$ cat src/rtl/pc_unit_if.sv
// Fetch-stage PC bus: control requests into pc_unit and fetch address/status back out.
interface pc_unit_if #(
    parameter int unsigned ADDR_W = 32,
    parameter int unsigned CNT_W  = 32
);
    logic              stall;
    logic              redirect_valid;
    logic [ADDR_W-1:0] redirect_addr;
    logic              exc_req;
    logic              halt_req;
    logic [ADDR_W-1:0] pc;
    logic [ADDR_W-1:0] pc_plus;
    logic              fetch_valid;
    logic              halted;
    logic              misalign_err;
    logic [CNT_W-1:0]  fetch_count;

    modport master (
        output stall, redirect_valid, redirect_addr, exc_req, halt_req,
        input  pc, pc_plus, fetch_valid, halted, misalign_err, fetch_count
    );

    modport slave (
        input  stall, redirect_valid, redirect_addr, exc_req, halt_req,
        output pc, pc_plus, fetch_valid, halted, misalign_err, fetch_count
    );
endinterface

$ cat src/rtl/pc_unit.sv
// Fetch-stage program counter: sequential stepping, redirect/exception vectoring with fixed
// priority, redirect buffering across stalls, halt state and a fetch counter.
module pc_unit #(
    parameter int unsigned       ADDR_W     = 32,
    parameter logic [ADDR_W-1:0] RESET_VEC  = '0,
    parameter logic [ADDR_W-1:0] EXC_VEC    = ADDR_W'(32'h0000_0080),
    parameter int unsigned       INC        = 4,
    parameter int unsigned       ALIGN_BITS = 2,
    parameter int unsigned       CNT_W      = 32
) (
    input  logic     clk,
    input  logic     reset,
    pc_unit_if.slave bus
);

    localparam logic [ADDR_W-1:0] LOW_MASK = ADDR_W'((64'd1 << ALIGN_BITS) - 64'd1);
    localparam logic [ADDR_W-1:0] STEP     = ADDR_W'(INC);

    typedef enum logic [1:0] {
        ST_BOOT = 2'd0,
        ST_RUN  = 2'd1,
        ST_HALT = 2'd2
    } state_t;

    state_t            state_q, state_d;
    logic [ADDR_W-1:0] pc_q, pc_d;
    logic              pend_valid_q, pend_valid_d;
    logic [ADDR_W-1:0] pend_addr_q, pend_addr_d;
    logic              misalign_q, misalign_d;
    logic [CNT_W-1:0]  count_q;

    logic [ADDR_W-1:0] target_c;
    logic              target_misaligned_c;
    logic              fetch_valid_c;

    assign target_c            = bus.redirect_addr & ~LOW_MASK;
    assign target_misaligned_c = |(bus.redirect_addr & LOW_MASK);
    assign fetch_valid_c       = (state_q == ST_RUN) && !bus.stall;

    // Next-state / next-PC selection, highest priority first.
    always_comb begin
        state_d      = state_q;
        pc_d         = pc_q;
        pend_valid_d = pend_valid_q;
        pend_addr_d  = pend_addr_q;
        misalign_d   = 1'b0;

        if (bus.exc_req) begin
            pc_d         = EXC_VEC;
            pend_valid_d = 1'b0;
            state_d      = ST_RUN;
        end else begin
            case (state_q)
                ST_HALT: begin
                    state_d = ST_HALT;
                end
                ST_BOOT: begin
                    state_d = ST_RUN;
                    // PC is not yet fetching, so any redirect is parked until RUN.
                    if (bus.redirect_valid) begin
                        pend_addr_d  = target_c;
                        pend_valid_d = 1'b1;
                        misalign_d   = target_misaligned_c;
                    end
                end
                ST_RUN: begin
                    if (bus.redirect_valid && bus.stall) begin
                        pend_addr_d  = target_c;
                        pend_valid_d = 1'b1;
                        misalign_d   = target_misaligned_c;
                    end else if (bus.redirect_valid) begin
                        pc_d         = target_c;
                        pend_valid_d = 1'b0;
                        misalign_d   = target_misaligned_c;
                    end else if (pend_valid_q && !bus.stall) begin
                        pc_d         = pend_addr_q;
                        pend_valid_d = 1'b0;
                    end else if (!bus.stall) begin
                        if (bus.halt_req) begin
                            state_d = ST_HALT;
                        end else begin
                            pc_d = pc_q + STEP;
                        end
                    end
                end
                default: begin
                    state_d = ST_BOOT;
                end
            endcase
        end
    end

    always_ff @(posedge clk or posedge reset) begin
        if (reset) begin
            state_q      <= ST_BOOT;
            pc_q         <= RESET_VEC;
            pend_valid_q <= 1'b0;
            pend_addr_q  <= '0;
            misalign_q   <= 1'b0;
            count_q      <= '0;
        end else begin
            state_q      <= state_d;
            pc_q         <= pc_d;
            pend_valid_q <= pend_valid_d;
            pend_addr_q  <= pend_addr_d;
            misalign_q   <= misalign_d;
            if (fetch_valid_c) begin
                count_q <= count_q + CNT_W'(1);
            end
        end
    end

    assign bus.pc           = pc_q;
    assign bus.pc_plus      = pc_q + STEP;
    assign bus.fetch_valid  = fetch_valid_c;
    assign bus.halted       = (state_q == ST_HALT);
    assign bus.misalign_err = misalign_q;
    assign bus.fetch_count  = count_q;

endmodule

$ cat src/flat_wrapper.sv
// flat-port wrapper written by rule: the top's interface ports become plain ports
module pc_unit_flat 
#(
    parameter int unsigned       ADDR_W     = 32,
    parameter logic [ADDR_W-1:0] RESET_VEC  = '0,
    parameter logic [ADDR_W-1:0] EXC_VEC    = ADDR_W'(32'h0000_0080),
    parameter int unsigned       INC        = 4,
    parameter int unsigned       ALIGN_BITS = 2,
    parameter int unsigned       CNT_W      = 32
)
  (clk, reset, bus_stall, bus_redirect_valid, bus_redirect_addr, bus_exc_req, bus_halt_req, bus_pc, bus_pc_plus, bus_fetch_valid, bus_halted, bus_misalign_err, bus_fetch_count);
  pc_unit_if #(.ADDR_W(ADDR_W), .CNT_W(CNT_W)) bus_i ();
  input  logic clk;
  input  logic reset;
  input wire logic [$bits(bus_i.stall)-1:0] bus_stall;
  input wire logic [$bits(bus_i.redirect_valid)-1:0] bus_redirect_valid;
  input wire logic [$bits(bus_i.redirect_addr)-1:0] bus_redirect_addr;
  input wire logic [$bits(bus_i.exc_req)-1:0] bus_exc_req;
  input wire logic [$bits(bus_i.halt_req)-1:0] bus_halt_req;
  output wire logic [$bits(bus_i.pc)-1:0] bus_pc;
  output wire logic [$bits(bus_i.pc_plus)-1:0] bus_pc_plus;
  output wire logic [$bits(bus_i.fetch_valid)-1:0] bus_fetch_valid;
  output wire logic [$bits(bus_i.halted)-1:0] bus_halted;
  output wire logic [$bits(bus_i.misalign_err)-1:0] bus_misalign_err;
  output wire logic [$bits(bus_i.fetch_count)-1:0] bus_fetch_count;
  assign bus_i.stall = bus_stall;
  assign bus_i.redirect_valid = bus_redirect_valid;
  assign bus_i.redirect_addr = bus_redirect_addr;
  assign bus_i.exc_req = bus_exc_req;
  assign bus_i.halt_req = bus_halt_req;
  assign bus_pc = bus_i.pc;
  assign bus_pc_plus = bus_i.pc_plus;
  assign bus_fetch_valid = bus_i.fetch_valid;
  assign bus_halted = bus_i.halted;
  assign bus_misalign_err = bus_i.misalign_err;
  assign bus_fetch_count = bus_i.fetch_count;
  pc_unit #(.ADDR_W(ADDR_W), .RESET_VEC(RESET_VEC), .EXC_VEC(EXC_VEC), .INC(INC), .ALIGN_BITS(ALIGN_BITS), .CNT_W(CNT_W)) u_core (.clk(clk), .reset(reset), .bus(bus_i));
endmodule
$ cat config.mk
export PLATFORM = sky130hd
export DESIGN_NAME = pc_unit_flat
export DESIGN_NICKNAME = d
export VERILOG_FILES = /design/src/rtl/pc_unit_if.sv /design/src/rtl/pc_unit.sv /design/src/flat_wrapper.sv
export SDC_FILE = /design/constraint.sdc
export NUM_CORES = 1
export LEC_CHECK = 0
export ABC_AREA = 1
export CORE_ASPECT_RATIO = 2
export CORE_MARGIN = 10
export CORE_UTILIZATION = 54
export DETAILED_ROUTE_END_ITERATION = 8
export PLACE_DENSITY_LB_ADDON = 0.05
export SETUP_SLACK_MARGIN = 0.05
export SYNTH_ARGS = -nofsm -noshare
export SYNTH_HDL_FRONTEND = slang
export SYNTH_SLANG_ARGS = --single-unit
$ cat constraint.sdc
create_clock -name clk -period 5 [get_ports clk]
set_clock_uncertainty 0.2 [all_clocks]
set_input_delay 1 -clock clk [delete_from_list [all_inputs] [get_ports clk]]
set_output_delay 1 -clock clk [all_outputs]
set_load 0.03 [all_outputs]
==> flow_metrics.py, run 1 <==
metrics = {
    "yosys": {
        "synth_area_leaders": "dfrtp_1 (42%), nand2_1 (12%), inv_1 (5.7%)",
        "synth_ff_type": "dfrtp_1",
        "synth_cell_types": 36,
        "synth_top_area_frac": 0.423,
        "syn_area_um2": 5680,
        "yosysTopAreaCell": "dfrtp_1",
        "async_reset_ff_frac": 1.00,
        "synth_edf_count": 0,
        "avgSynthCellArea_um2": 7.76,
        "ys_seq_area_frac": 0.423,
        "yosysWarningCount": 0,
        "ys_seq_elements": 96,
        "syn_inst": 732,
    },
    "clock_tree": {
        "clk_latency_ns": 0.35,
        "holdBufCountCts": 0,
        "clockBufferDepth": 2,
        "post_cts_buffers": 0,
        "cts_made_buffers": 9,
        "cts.clk_slew.worst_paths_ns": 0.06,
        "cts_tree": "yes",
        "clock-root-buffer": "clkbuf_16",
        "clock-sinks": 96,
        "htree_levels": 3,
        "cts_resized": 0,
    },
    "timing": {
        "fmax_ghz": 0.264,
        "hold_viol": 0,
        "finalWorstSetupSlack_ns": 1.21,
        "finalCriticalPeriod_ns": 3.79,
        "tns_ns": 0,
        "relSlewSlack": 0.414,
        "period_share": 0.758,
        "rsz0062_at_grt": "no",
        "slew_viol_final": 0,
        "timing_worst_slew_pin_value_ns": 0.877,
        "setup_violations": 0,
    },
    "worst_setup_path": {
        "crit_type": "input pin to primary output",
        "cp-end-kind": "primary output",
        "cp_max_fo": 10,
        "timing.rr.start": "u_core.state_q[1]",
        "cp.required_ns": 3.80,
        "worstPathArrival_ns": 2.59,
        "critPathLaunch": "bus_stall",
        "start_kind": "input pin",
    },
    "grt": {
        "grt_pass1_wl_um": 27900,
        "grt_max_degree": 54,
        "grt_pass1_vias": 5633,
        "globalRouteTotalUtil": 0.232,
        "grt_overflow": 0,
        "antenna_found_initial": 0,
    },
    "route": {
        "routedWlPerCell_um": 17.5,
        "drtAntennaViolNets": 0,
        "wl_um": 17500,
        "viasPerCell": 5.39,
        "vias": 5394,
        "drc_errors": 0,
        "dr.pass1.iters": 4,
        "drtIter0Drc": 292,
    },
    "die": {
        "core-area_um2": 10400,
        "die_area_um2": 15300,
        "start_util": 0.546,
        "rows": 53,
        "pin_count": 137,
        "die_w_um": 92.5,
        "fp.dieH_um": 165,
    },
    "final_layout": {
        "syn2layout_area_growth_pct": 31.0,
        "layout-drive-gt1-share": 0.0648,
        "regArea_um2": 2400,
        "fillers": 866,
        "nets": 903,
        "antennaDiodeCount": 0,
        "final_common_cell": "nand2_1",
        "multi_input_area_um2": 2820,
        "final_cell_mix": "nand2_1 (180), clkdlybuf4s50_1 (132), dfrtp_1 (96)",
    },
    "run": {
        "maxCapViolCount": 0,
    },
    "place": {
        "io_buffers": 132,
        "post-dp-hpwl_um": 13300,
        "place_ws_ns": 1.22,
        "place_congestion": 0.983,
    },
    "power_and_ir_drop": {
        "vdd.ir_drop.worst_v": 0.000434,
        "cellPowerDensity_nw_per_um2": 565,
        "leakagePower_nw": 3.51,
    },
    "run_status": {
        "status": "finished clean",
    },
    "min_path": {
        "hold_path_class": "flop to flop",
        "holdCritStartpoint": "u_core.pend_addr_q[10]",
    },
}
## worst max-delay path, stage by stage
cell and delay (ns):
clkdlybuf4s50_1 0.51, inv_2 0.12, nand2_4 0.12, inv_1 0.15
clkdlybuf4s50_1 0.69
## layer usage
metal	GRT usage	part of all wire
met1	0.221	0.34
met2	0.437	0.55
met3	0.0628	0.064
met4	0.121	0.040
met5	0	0
## final timing paths
path                       slack (ns)                    endpoint  cells past startpoint
min reg2reg                      0.29      u_core.pend_addr_q[10]                      1
min                              0.29      u_core.pend_addr_q[10]                      1
min in group asynchronous        0.83  u_core.bus.fetch_count[30]                      2
max in group asynchronous        2.88           u_core.state_q[0]                      3
max                              1.21             bus_fetch_valid                      5
max reg2reg                      2.56      u_core.pend_addr_q[27]                      6
## stage by stage
step | cell area, um^2 | power (W) | util | cells | hold slack [ns]
2_1_floorplan | 5690 | 0.00257 | - | 735 | 0.244
3_3_place_gp | 7100 | 0.00337 | 0.682 | 986 | 0.267
3_5_place_dp | 7100 | 0.00342 | 0.682 | 986 | 0.267
4_1_cts | 7440 | 0.00422 | 0.715 | 1001 | 0.284
5_1_grt | 7440 | 0.00444 | 0.715 | 1001 | 0.296
6_report | 7440 | 0.00420 | 0.715 | 1001 | 0.285
## power breakdown
part,leakage (nW),switching (W),internal [W]
clock,0.169,0.000302,0.000501
combinational,2.16,0.00127,0.000800
sequential,1.18,0.000280,0.00105
total,3.51,0.00185,0.00235
## flip-flops by register name, summed over array words and instances (netlist names)
| signal | cells |
|---|---|
| u_core.state_q | 2 |
| u_core.bus.fetch_count | 32 |
| u_core.pend_addr_q | 30 |
| u_core.bus.pc | 30 |
| u_core.bus.misalign_err | 1 |
| u_core.pend_valid_q | 1 |
## synth_stat cells, drive strengths merged (10+ instances only)
cell type  count
a21oi         48
a22oi         13
buf           14
dfrtp         96
inv           91
mux2          27
nand2        187
nand3         50
nor2          85
nor3          10
o21ai         42
xnor2         19
xor2          17
## area by class of cell
type / instances / share of cell area
clock buffers: 10 / 0.0321
clock inverters: 5 / 0.0140
inverters: 91 / 0.0461
multi-input cells: 525 / 0.379
flip-flops and latches: 96 / 0.323
well taps: 137 / 0.0230
repair buffers: 137 / 0.183
## cells by family after synthesis
logic type	Yosys count	share of synthesized area
flip-flops	96	0.423
other	1	0.000660
XOR/XNOR	36	0.0555
AND/OR/NAND/NOR	343	0.267
multiplexers	27	0.0535
AO/OA/AOI/OAI	110	0.107
buffers and inverters	114	0.0826
adder cells (fa/ha/maj)	5	0.0110
(Power assumes the default switching activity.)
==> inputs of run 2 (changes only) <==
--- a/config.mk
+++ b/config.mk
@@ -8,7 +8,7 @@
 export ABC_AREA = 1
 export CORE_ASPECT_RATIO = 2
 export CORE_MARGIN = 10
-export CORE_UTILIZATION = 54
+export CORE_UTILIZATION = 50
 export DETAILED_ROUTE_END_ITERATION = 8
 export PLACE_DENSITY_LB_ADDON = 0.05
 export SETUP_SLACK_MARGIN = 0.05
==> constraint.sdc (replaced) <==
create_clock -name clk -period 3.9 [get_ports clk]
set_clock_uncertainty 0.2 [all_clocks]
set_input_delay 0.78 -clock clk [delete_from_list [all_inputs] [get_ports clk]]
set_output_delay 0.78 -clock clk [all_outputs]
set_load 0.03 [all_outputs]
==> run 2 against run 1 <==
Net effect:
- power is 29% higher
- critical path depth is 3 higher
- critical path type is now flop to primary output
- register-to-register slack worse by 1.1 ns
- utilization is 4.9 points lower
- global-route usage is 1.6 points lower
- design area is 0.37% higher
- worst setup slack worse by 0.82 ns
- worst hold slack better by 0.00073 ns
- via count is 0.33% lower
- final cell count is 0.60% higher
- flip-flop and latch count stayed put
- largest power group unchanged
- wire length is 0.82% lower
==> flow_metrics.py, run 2 (synthesized netlist as in run 1, its figures left out) <==
metrics = {
    "run_status": {
        "status": "finished clean",
    },
    "route": {
        "drc_errors": 0,
        "wl_um": 17400,
        "dr.pass1.iters": 6,
        "viasPerCell": 5.34,
        "drtIter0Drc": 286,
        "vias": 5376,
        "drtAntennaViolNets": 0,
        "routedWlPerCell_um": 17.2,
    },
    "final_layout": {
        "final_cell_mix": "nand2_1 (180), clkdlybuf4s50_1 (132), dfrtp_1 (96)",
        "syn2layout_area_growth_pct": 31.5,
        "fin_util": 0.666,
        "antennaDiodeCount": 0,
        "final_common_cell": "nand2_1",
        "largest_reg_flops": 32,
        "nets": 903,
        "layout-drive-gt1-share": 0.0659,
        "fillers": 991,
    },
    "die": {
        "rows": 55,
        "die_area_um2": 16300,
        "fp.dieH_um": 171,
        "pin_count": 137,
        "core-area_um2": 11200,
        "die_w_um": 95.4,
        "start_util": 0.506,
    },
    "worst_setup_path": {
        "critPathLaunch": "u_core.bus.pc[3]",
        "cp.required_ns": 2.92,
        "crit_type": "flop to primary output",
        "cp_max_fo": 7,
        "reg2reg_depth": 6,
        "cp-end-kind": "primary output",
        "r2r-end": "u_core.pend_addr_q[19]",
        "worstPathArrival_ns": 2.53,
        "timing.rr.start": "u_core.state_q[1]",
        "start_kind": "flop",
        "crit_end": "bus_pc_plus[20]",
        "r2r_setup_slack_ns": 1.42,
    },
    "power_and_ir_drop": {
        "leakagePower_nw": 3.52,
        "pwr-share-comb": 0.491,
        "p_sw_frac": 0.444,
        "pwr-share-clk": 0.193,
        "seq_power_share": 0.317,
        "cellPowerDensity_nw_per_um2": 724,
        "switchingPower_w": 0.00240,
        "intPower_w": 0.00301,
        "vdd.ir_drop.worst_v": 0.000481,
    },
    "clock_tree": {
        "cts.clk_slew.worst_paths_ns": 0.07,
        "post_cts_buffers": 0,
        "clockBufferDepth": 2,
        "cts_made_buffers": 9,
        "holdBufCountCts": 0,
        "clock-root-buffer": "clkbuf_16",
        "clk_latency_ns": 0.35,
        "htree_levels": 3,
        "clock-sinks": 96,
        "cts_resized": 0,
        "cts_tree": "yes",
    },
    "timing": {
        "hold_viol": 0,
        "relSlewSlack": 0.409,
        "setup_violations": 0,
        "timing_worst_slew_pin_value_ns": 0.885,
        "finalCriticalPeriod_ns": 3.51,
        "rsz0062_at_grt": "no",
        "slew_viol_final": 0,
        "period_share": 0.901,
        "fmax_ghz": 0.285,
        "tns_ns": 0,
    },
    "min_path": {
        "hold_path_class": "flop to flop",
        "hold_path_depth": 2,
    },
    "grt": {
        "grt_pass1_vias": 5551,
        "grt_pass1_wl_um": 27500,
        "antenna_found_initial": 0,
        "globalRouteTotalUtil": 0.216,
        "grt_overflow": 0,
        "grt_max_degree": 54,
    },
    "place": {
        "io_buffers": 132,
        "post-dp-hpwl_um": 13300,
        "place_congestion": 0.983,
    },
    "run": {
        "maxCapViolCount": 0,
    },
}
run 2: power by group through the flow:
| stage | registers, W | clock network, W | logic, W |
|---|---|---|---|
| after global routing | 0.00176 | 0.00110 | 0.00287 |
| after detailed placement | 0.00172 | 0 | 0.00267 |
| after global placement | 0.00170 | 0 | 0.00263 |
| after CTS | 0.00170 | 0.00106 | 0.00268 |
| after floorplan | 0.00197 | 0 | 0.00132 |
| final | 0.00171 | 0.00104 | 0.00265 |
run 2: per-stage QoR:
step | hold slack (ns) | worst slack [ns] | cells | total power (W) | area (um^2)
global placement | 0.262 | 0.568 | 991 | 0.00433 | 7120
CTS | 0.284 | 0.377 | 1007 | 0.00544 | 7470
detailed placement | 0.263 | 0.553 | 991 | 0.00438 | 7120
global route | 0.298 | 0.221 | 1007 | 0.00573 | 7470
finish | 0.286 | 0.386 | 1007 | 0.00540 | 7470
floorplan | 0.244 | 0.415 | 735 | 0.00329 | 5690
run 2: worst min-delay path by stage:
stage,from,endpoint
after floorplan,u_core.pend_addr_q[2],u_core.pend_addr_q[2]
after global placement,u_core.pend_addr_q[3],u_core.pend_addr_q[3]
after detailed placement,u_core.pend_addr_q[3],u_core.pend_addr_q[3]
after CTS,u_core.pend_addr_q[2],u_core.pend_addr_q[2]
after global routing,u_core.pend_addr_q[17],u_core.pend_addr_q[17]
final,u_core.pend_addr_q[2],u_core.pend_addr_q[2]
run 2: metal layers:
| metal | vias up | routed length [um] | track usage |
|---|---|---|---|
| li1 | 2600 | - | - |
| met1 | 2528 | 5910 | 0.218 |
| met2 | 202 | 9440 | 0.391 |
| met3 | 46 | 1230 | 0.0513 |
| met4 | 0 | 786 | 0.115 |
| met5 | - | 0 | 0 |
run 2: layout make-up:
class,instances,area (um^2),share of cell area
sequential,96,2400,0.322
clock buffer,9,225,0.0302
multi-input combinational,525,2820,0.378
timing repair buffer,137,1370,0.184
inverter,91,343,0.0459
clock inverter,7,126,0.0169
tap,142,178,0.0238
run 2: worst max-delay path: stages, from the launching register on:
cell and delay (ns):
dfrtp_1 0.42, ha_1 0.24, nand2_1 0.08, nor2_2 0.13
nand2_2 0.15, nor2_2 0.27, nand3b_1 0.15, nand2_1 0.09
clkdlybuf4s50_1 0.67
==> RTL edit 1, RTL diff (settings of run 2) <==
`CNT_W` is set to 32 in 3 places; all go to 28.
--- a/src/rtl/pc_unit_if.sv
+++ b/src/rtl/pc_unit_if.sv
@@ -1,7 +1,7 @@
 // Fetch-stage PC bus: control requests into pc_unit and fetch address/status back out.
 interface pc_unit_if #(
     parameter int unsigned ADDR_W = 32,
-    parameter int unsigned CNT_W  = 32
+    parameter int unsigned CNT_W  = 28
 );
     logic              stall;
     logic              redirect_valid;
--- a/src/rtl/pc_unit.sv
+++ b/src/rtl/pc_unit.sv
@@ -6,7 +6,7 @@
     parameter logic [ADDR_W-1:0] EXC_VEC    = ADDR_W'(32'h0000_0080),
     parameter int unsigned       INC        = 4,
     parameter int unsigned       ALIGN_BITS = 2,
-    parameter int unsigned       CNT_W      = 32
+    parameter int unsigned       CNT_W      = 28
 ) (
     input  logic     clk,
     input  logic     reset,
--- a/src/flat_wrapper.sv
+++ b/src/flat_wrapper.sv
@@ -6,7 +6,7 @@
     parameter logic [ADDR_W-1:0] EXC_VEC    = ADDR_W'(32'h0000_0080),
     parameter int unsigned       INC        = 4,
     parameter int unsigned       ALIGN_BITS = 2,
-    parameter int unsigned       CNT_W      = 32
+    parameter int unsigned       CNT_W      = 28
 )
   (clk, reset, bus_stall, bus_redirect_valid, bus_redirect_addr, bus_exc_req, bus_halt_req, bus_pc, bus_pc_plus, bus_fetch_valid, bus_halted, bus_misalign_err, bus_fetch_count);
   pc_unit_if #(.ADDR_W(ADDR_W), .CNT_W(CNT_W)) bus_i ();
Ports: changed (resized bus_fetch_count); port bits go from 137 to 133. No check against the original RTL was run, so the function may have changed too.
==> RTL edit 1 against run 2 <==
- wire length grew 4.2%
- total power grew 2.1%
- global-route usage grew 1.5 points
- worst hold slack gained 0.0082 ns
- sequential share of layout area shrank 0.76 points
- core utilization grew 0.80 points
- synthesized cell count shrank 0.55%
- design area shrank 1.9%
- sequential cell count shrank 4
- area after synthesis shrank 2.3%
- setup slack lost 0.11 ns
- largest cell class unchanged
- highest routed layer unchanged
==> RTL edit 1: results (changes against run 2) <==
Finish
* net count of the finished layout: 898, -0.55%
* Antenna Diode Count: 0, unchanged
* ratio of cells with drive above 1 in the final layout: 7.67%, +1.1 points
* Final Instance Count excl. Fillers: 1000, -0.70%

Synth
* Synth area leaders: dfrtp_1 41%, nand2_1 12%, mux2_4 6.2%
* top cell types by occurrence after synthesis: 173 x nand2_1, 92 x dfrtp_1, 90 x nor2_1, 82 x inv_1, 51 x a21oi_1
* mean instance size in the synthesized netlist: 7.62 um2, -1.8%
* number of different library cells in the post-synthesis netlist: 30, -17%
* Seq/Total Area, Yosys: 41.5%, -0.80 points

Worst setup path
* worst stage delay on the critical path: 0.69 ns, +0.02 ns
* CP Max Fanout: 5, -2

GRT
* first-pass GRT wire length: 28900 um, +5.0%
* initial antenna violation count: 0, unchanged
* number of global-route vias before repair: 5639, +1.6%
* maximum number of pins on one net before global-route repair: 50, -7.4%
* total global-route track usage: 23.1%, +1.5 points

Placed design
* post-placement worst setup slack: 0.576 ns, +0.0223 ns
* count of port buffers added during placement: 128, -3.0%
* standard cell area after detailed placement: 6970 um2, -2.0%
* Placed Instances: 984, -0.71%
* HPWL after detailed placement: 13900 um, +4.8%
* placer congestion estimate: 0.955, -2.9%

Routing
* first-pass detailed-route iteration total: 5, -1
* count of routing violations after the opening detailed-route iteration: 318, +11%
* post-detailed-routing wire length: 18100 um, +4.2%
* Via density: 5.33, -0.22%

Clock tree
* number of buffers inserted during clock tree synthesis: 9, unchanged
* clock-pin slew of the registers on the worst-case setup and hold paths: 0.07 ns, about the same

Power
* worst voltage drop across the vdd grid: 501 uV, +4.1%
* leakage power total: 3.44 nW, -2.2%

Timing
* worst-margin pin slew: 0.769 ns, -0.116 ns

Run status
* run status: completed

[RTL edit 1: changes by cell type after synthesis, moves of 5 or more]
cell,run 2,this run
nor2_4,5,0
nand2_2,5,0
xnor2_1,19,9
inv_1,87,82
mux2_1,25,0
o21ai_0,35,47
o21ai_1,6,1
nor2_2,9,4
nand2_1,180,173
mux2_4,0,23
nor3_2,5,0
nor3_1,4,15
nor2_1,71,90
[RTL edit 1: through the flow]
stage / power, W / util (%)
after detailed placement: 0.00449 / 64.1
after floorplan: 0.00336 / -
final: 0.00552 / 67.4
after global placement: 0.00444 / 64.1
after CTS: 0.00555 / 67.4
after global routing: 0.00584 / 67.4
[RTL edit 1: final timing paths]
check	startpoint	endpoint	slack [ns]	cells past startpoint
hold / removal	u_core.pend_addr_q[3]	u_core.pend_addr_q[3]	0.29	2
min in group asynchronous	reset	u_core.pend_addr_q[4]	0.67	2
setup reg to reg	u_core.state_q[1]	u_core.pend_addr_q[27]	1.49	7
max in group asynchronous	reset	u_core.pend_addr_q[23]	2.08	3
setup / recovery	u_core.bus.pc[2]	bus_pc_plus[28]	0.27	8
hold reg to reg	u_core.pend_addr_q[3]	u_core.pend_addr_q[3]	0.29	2
[RTL edit 1: worst max-delay path, delay by kind of cell, from the launching register on]
kind / cells / cell delay [ns]
and+or+nand+nor: 6 / 0.97
adders and majority gates: 1 / 0.22
DFF: 1 / 0.42
buffers and inverters: 1 / 0.69
[RTL edit 1: power breakdown]
group / internal (W) / switching (W) / leakage (nW) / total [W]
sequential: 0.00130 / 0.000375 / 1.14 / 0.00168
clock: 0.000650 / 0.000395 / 0.174 / 0.00105
combinational: 0.00115 / 0.00165 / 2.12 / 0.00280
total: 0.00310 / 0.00242 / 3.44 / 0.00552
[RTL edit 1: cell type report]
type / count / area [um2]
inverter: 86 / 324
tap: 140 / 175
clock buffer: 10 / 239
fill: 936 / 3550
clock inverter: 6 / 116
multi-input combinational: 528 / 2790
sequential: 92 / 2300
timing repair buffer: 138 / 1380
[RTL edit 1: metal layers]
layer,up-vias,GRT usage (%),routed length [um]
met5,-,0,0
met4,0,12.8,892
met3,49,5.45,1020
met2,173,42.9,9980
met1,2509,22.1,6220
li1,2596,-,-
[RTL edit 1: cell families after synthesis]
kind of cell,share of synthesized area (%)
other cells,0.0676
simple gates,25.7
mux,7.03
buf+inv,8.46
compound gates,11.7
flops,41.5
xor+xnor,4.42
fa+ha+maj,1.13
==> RTL edit 2, RTL diff (flow settings as in run 2) <==
Made on the original files. The 3 states of `state_t` get a one-hot encoding in 3 bits.
--- a/src/rtl/pc_unit.sv
+++ b/src/rtl/pc_unit.sv
@@ -16,10 +16,10 @@
     localparam logic [ADDR_W-1:0] LOW_MASK = ADDR_W'((64'd1 << ALIGN_BITS) - 64'd1);
     localparam logic [ADDR_W-1:0] STEP     = ADDR_W'(INC);
 
-    typedef enum logic [1:0] {
-        ST_BOOT = 2'd0,
-        ST_RUN  = 2'd1,
-        ST_HALT = 2'd2
+    typedef enum logic [2:0] {
+        ST_BOOT = 3'b001,
+        ST_RUN  = 3'b010,
+        ST_HALT = 3'b100
     } state_t;
 
     state_t            state_q, state_d;
Behaviour: same outputs for any inputs over 4 cycles, from zero or initial values and one cycle with reset high; so few cycles prove little.
==> RTL edit 2 against run 2 <==
- setup slack got worse by 0.0077 ns
- largest cell class unchanged
- fmax down 0.22%
- critical path type unchanged
- synthesized cell count increased by 9.2%
- critical endpoint is now bus_pc_plus[12]
- wire length up 12%
- sequential cell count rose by 1
- highest routed layer unchanged
- design area grew 1.2%
- count of clock-buffer cells in the layout increased by 1
- area after synthesis rose by 1.7%
- total power is 9.6% lower
- global-route usage is 2.1 points higher
==> RTL edit 2: results (changes against run 2) <==
Run status
* run status: completed

Power
* leakage power total: 3.58 nW, +1.7%
* worst voltage drop across the vdd grid: 343 uV, -29%

Placed design
* Placed Instances: 1056, +6.6%
* standard cell area after detailed placement: 7210 um2, +1.3%
* HPWL after detailed placement: 14400 um, +8.6%
* placer congestion estimate: 0.941, -4.3%
* post-placement worst setup slack: 0.599 ns, +0.0462 ns

Finish
* Antenna Diode Count: 0, unchanged
* Final Instance Count excl. Fillers: 1072, +6.5%
* ratio of cells with drive above 1 in the final layout: 5.81%, -0.78 points
* net count of the finished layout: 965, +6.9%
* post-layout instance area: 7560 um2, +1.2%
* max FFs per register: 32, unchanged
* Fillers: 1027, +3.6%

Synth
* number of different library cells in the post-synthesis netlist: 39, +8.3%
* number of instances in the synthesized netlist: 799, +9.2%
* most instantiated flip-flop cell in the synthesis netlist: dfrtp_1
* Seq/Total Area, Yosys: 42.0%, -0.25 points
* Synth area leaders: dfrtp_1 42%, nand2_1 14%, inv_1 6.6%
* top cell types by occurrence after synthesis: 208 x nand2_1, 101 x inv_1, 96 x dfrtp_1, 84 x nor2_1, 70 x o21ai_0

Worst setup path
* Critical R2R Capture: u_core.bus.fetch_count[27]
* worst stage delay on the critical path: 0.69 ns, +0.02 ns
* Reg2Reg Launch Point: u_core.state_q[2]
* FF-to-FF path depth: 8, +2
* Critical Path AT: 2.54 ns, about the same
* source of the critical timing path: u_core.bus.pc[3]
* CP Max Fanout: 7, unchanged
* worst reg-to-reg setup slack: 1.72 ns, +0.30 ns
* cell class contributing the biggest share of worst-path delay: simple AND/OR/NAND/NOR gates

GRT
* total global-route track usage: 23.7%, +2.1 points
* maximum number of pins on one net before global-route repair: 62, +15%
* first-pass GRT wire length: 30200 um, +9.7%
* number of global-route vias before repair: 5944, +7.1%

Worst hold path
* endpoint with the worst hold slack: u_core.pend_valid_q
* worst min path class: flop to flop
* hold_sp: u_core.pend_valid_q

Timing
* worst hold slack after final layout: 0.280 ns, -0.00597 ns
* worst-margin pin slew: 0.808 ns, -0.0771 ns

Clock tree
* clock-pin slew of the registers on the worst-case setup and hold paths: 0.07 ns, about the same
* number of buffers inserted during clock tree synthesis: 9, unchanged
* number of post-CTS setup repair buffers: 0, unchanged
* later-pin clock latency in the skew report: 0.35 ns, about the same

Routing
* count of routing violations after the opening detailed-route iteration: 305, +6.6%
* first-pass detailed-route iteration total: 5, -1
* Via density: 5.43, +1.6%
* post-detailed-routing wire length: 19400 um, +12%

RTL edit 2: metal layers:
metal  track usage, %  up-vias  share of wire, %
li1                 -     2785                 -
met5                0        -                 0
met4             15.3        0               5.5
met3             6.08       65               7.5
met2             41.8      225                53
met1             23.5     2741                34
RTL edit 2: worst register-to-register path: cells and delay by family (launching register included):
family | cells | cell delay [ns]
DFF | 1 | 0.38
buffers and inverters | 2 | 0.33
and+or+nand+nor | 6 | 1.20
RTL edit 2: layout make-up:
type                       instances  share of cell area, %
clock inverter                     6                   1.49
sequential                        97                   32.1
clock buffer                      10                   3.16
multi-input combinational        575                   37.4
inverter                         103                   5.16
timing repair buffer             139                   18.3
tap                              142                   2.35
RTL edit 2: worst max path at each step:
stage,to,slack [ns],depth (start not counted)
floorplan,u_core.bus.fetch_count[0],0.39,1
global placement,bus_fetch_valid,0.60,3
detailed placement,bus_fetch_valid,0.60,3
CTS,bus_pc_plus[12],0.36,8
global route,bus_pc_plus[20],0.19,8
finish,bus_pc_plus[12],0.38,8
RTL edit 2: report_power, final:
group | switching (W) | internal (W)
Combinational | 0.00138 | 0.000805
Sequential | 0.000327 | 0.00131
Clock | 0.000417 | 0.000648
Total | 0.00212 | 0.00276
RTL edit 2: cell families after synthesis:
family,count (synthesis),share of synthesized area [%]
simple gates,387,29.0
compound gates,149,14.2
buf+inv,130,9.27
flops,97,42.0
xor+xnor,33,5.00
fa+ha+maj,2,0.433
other cells,1,0.0649
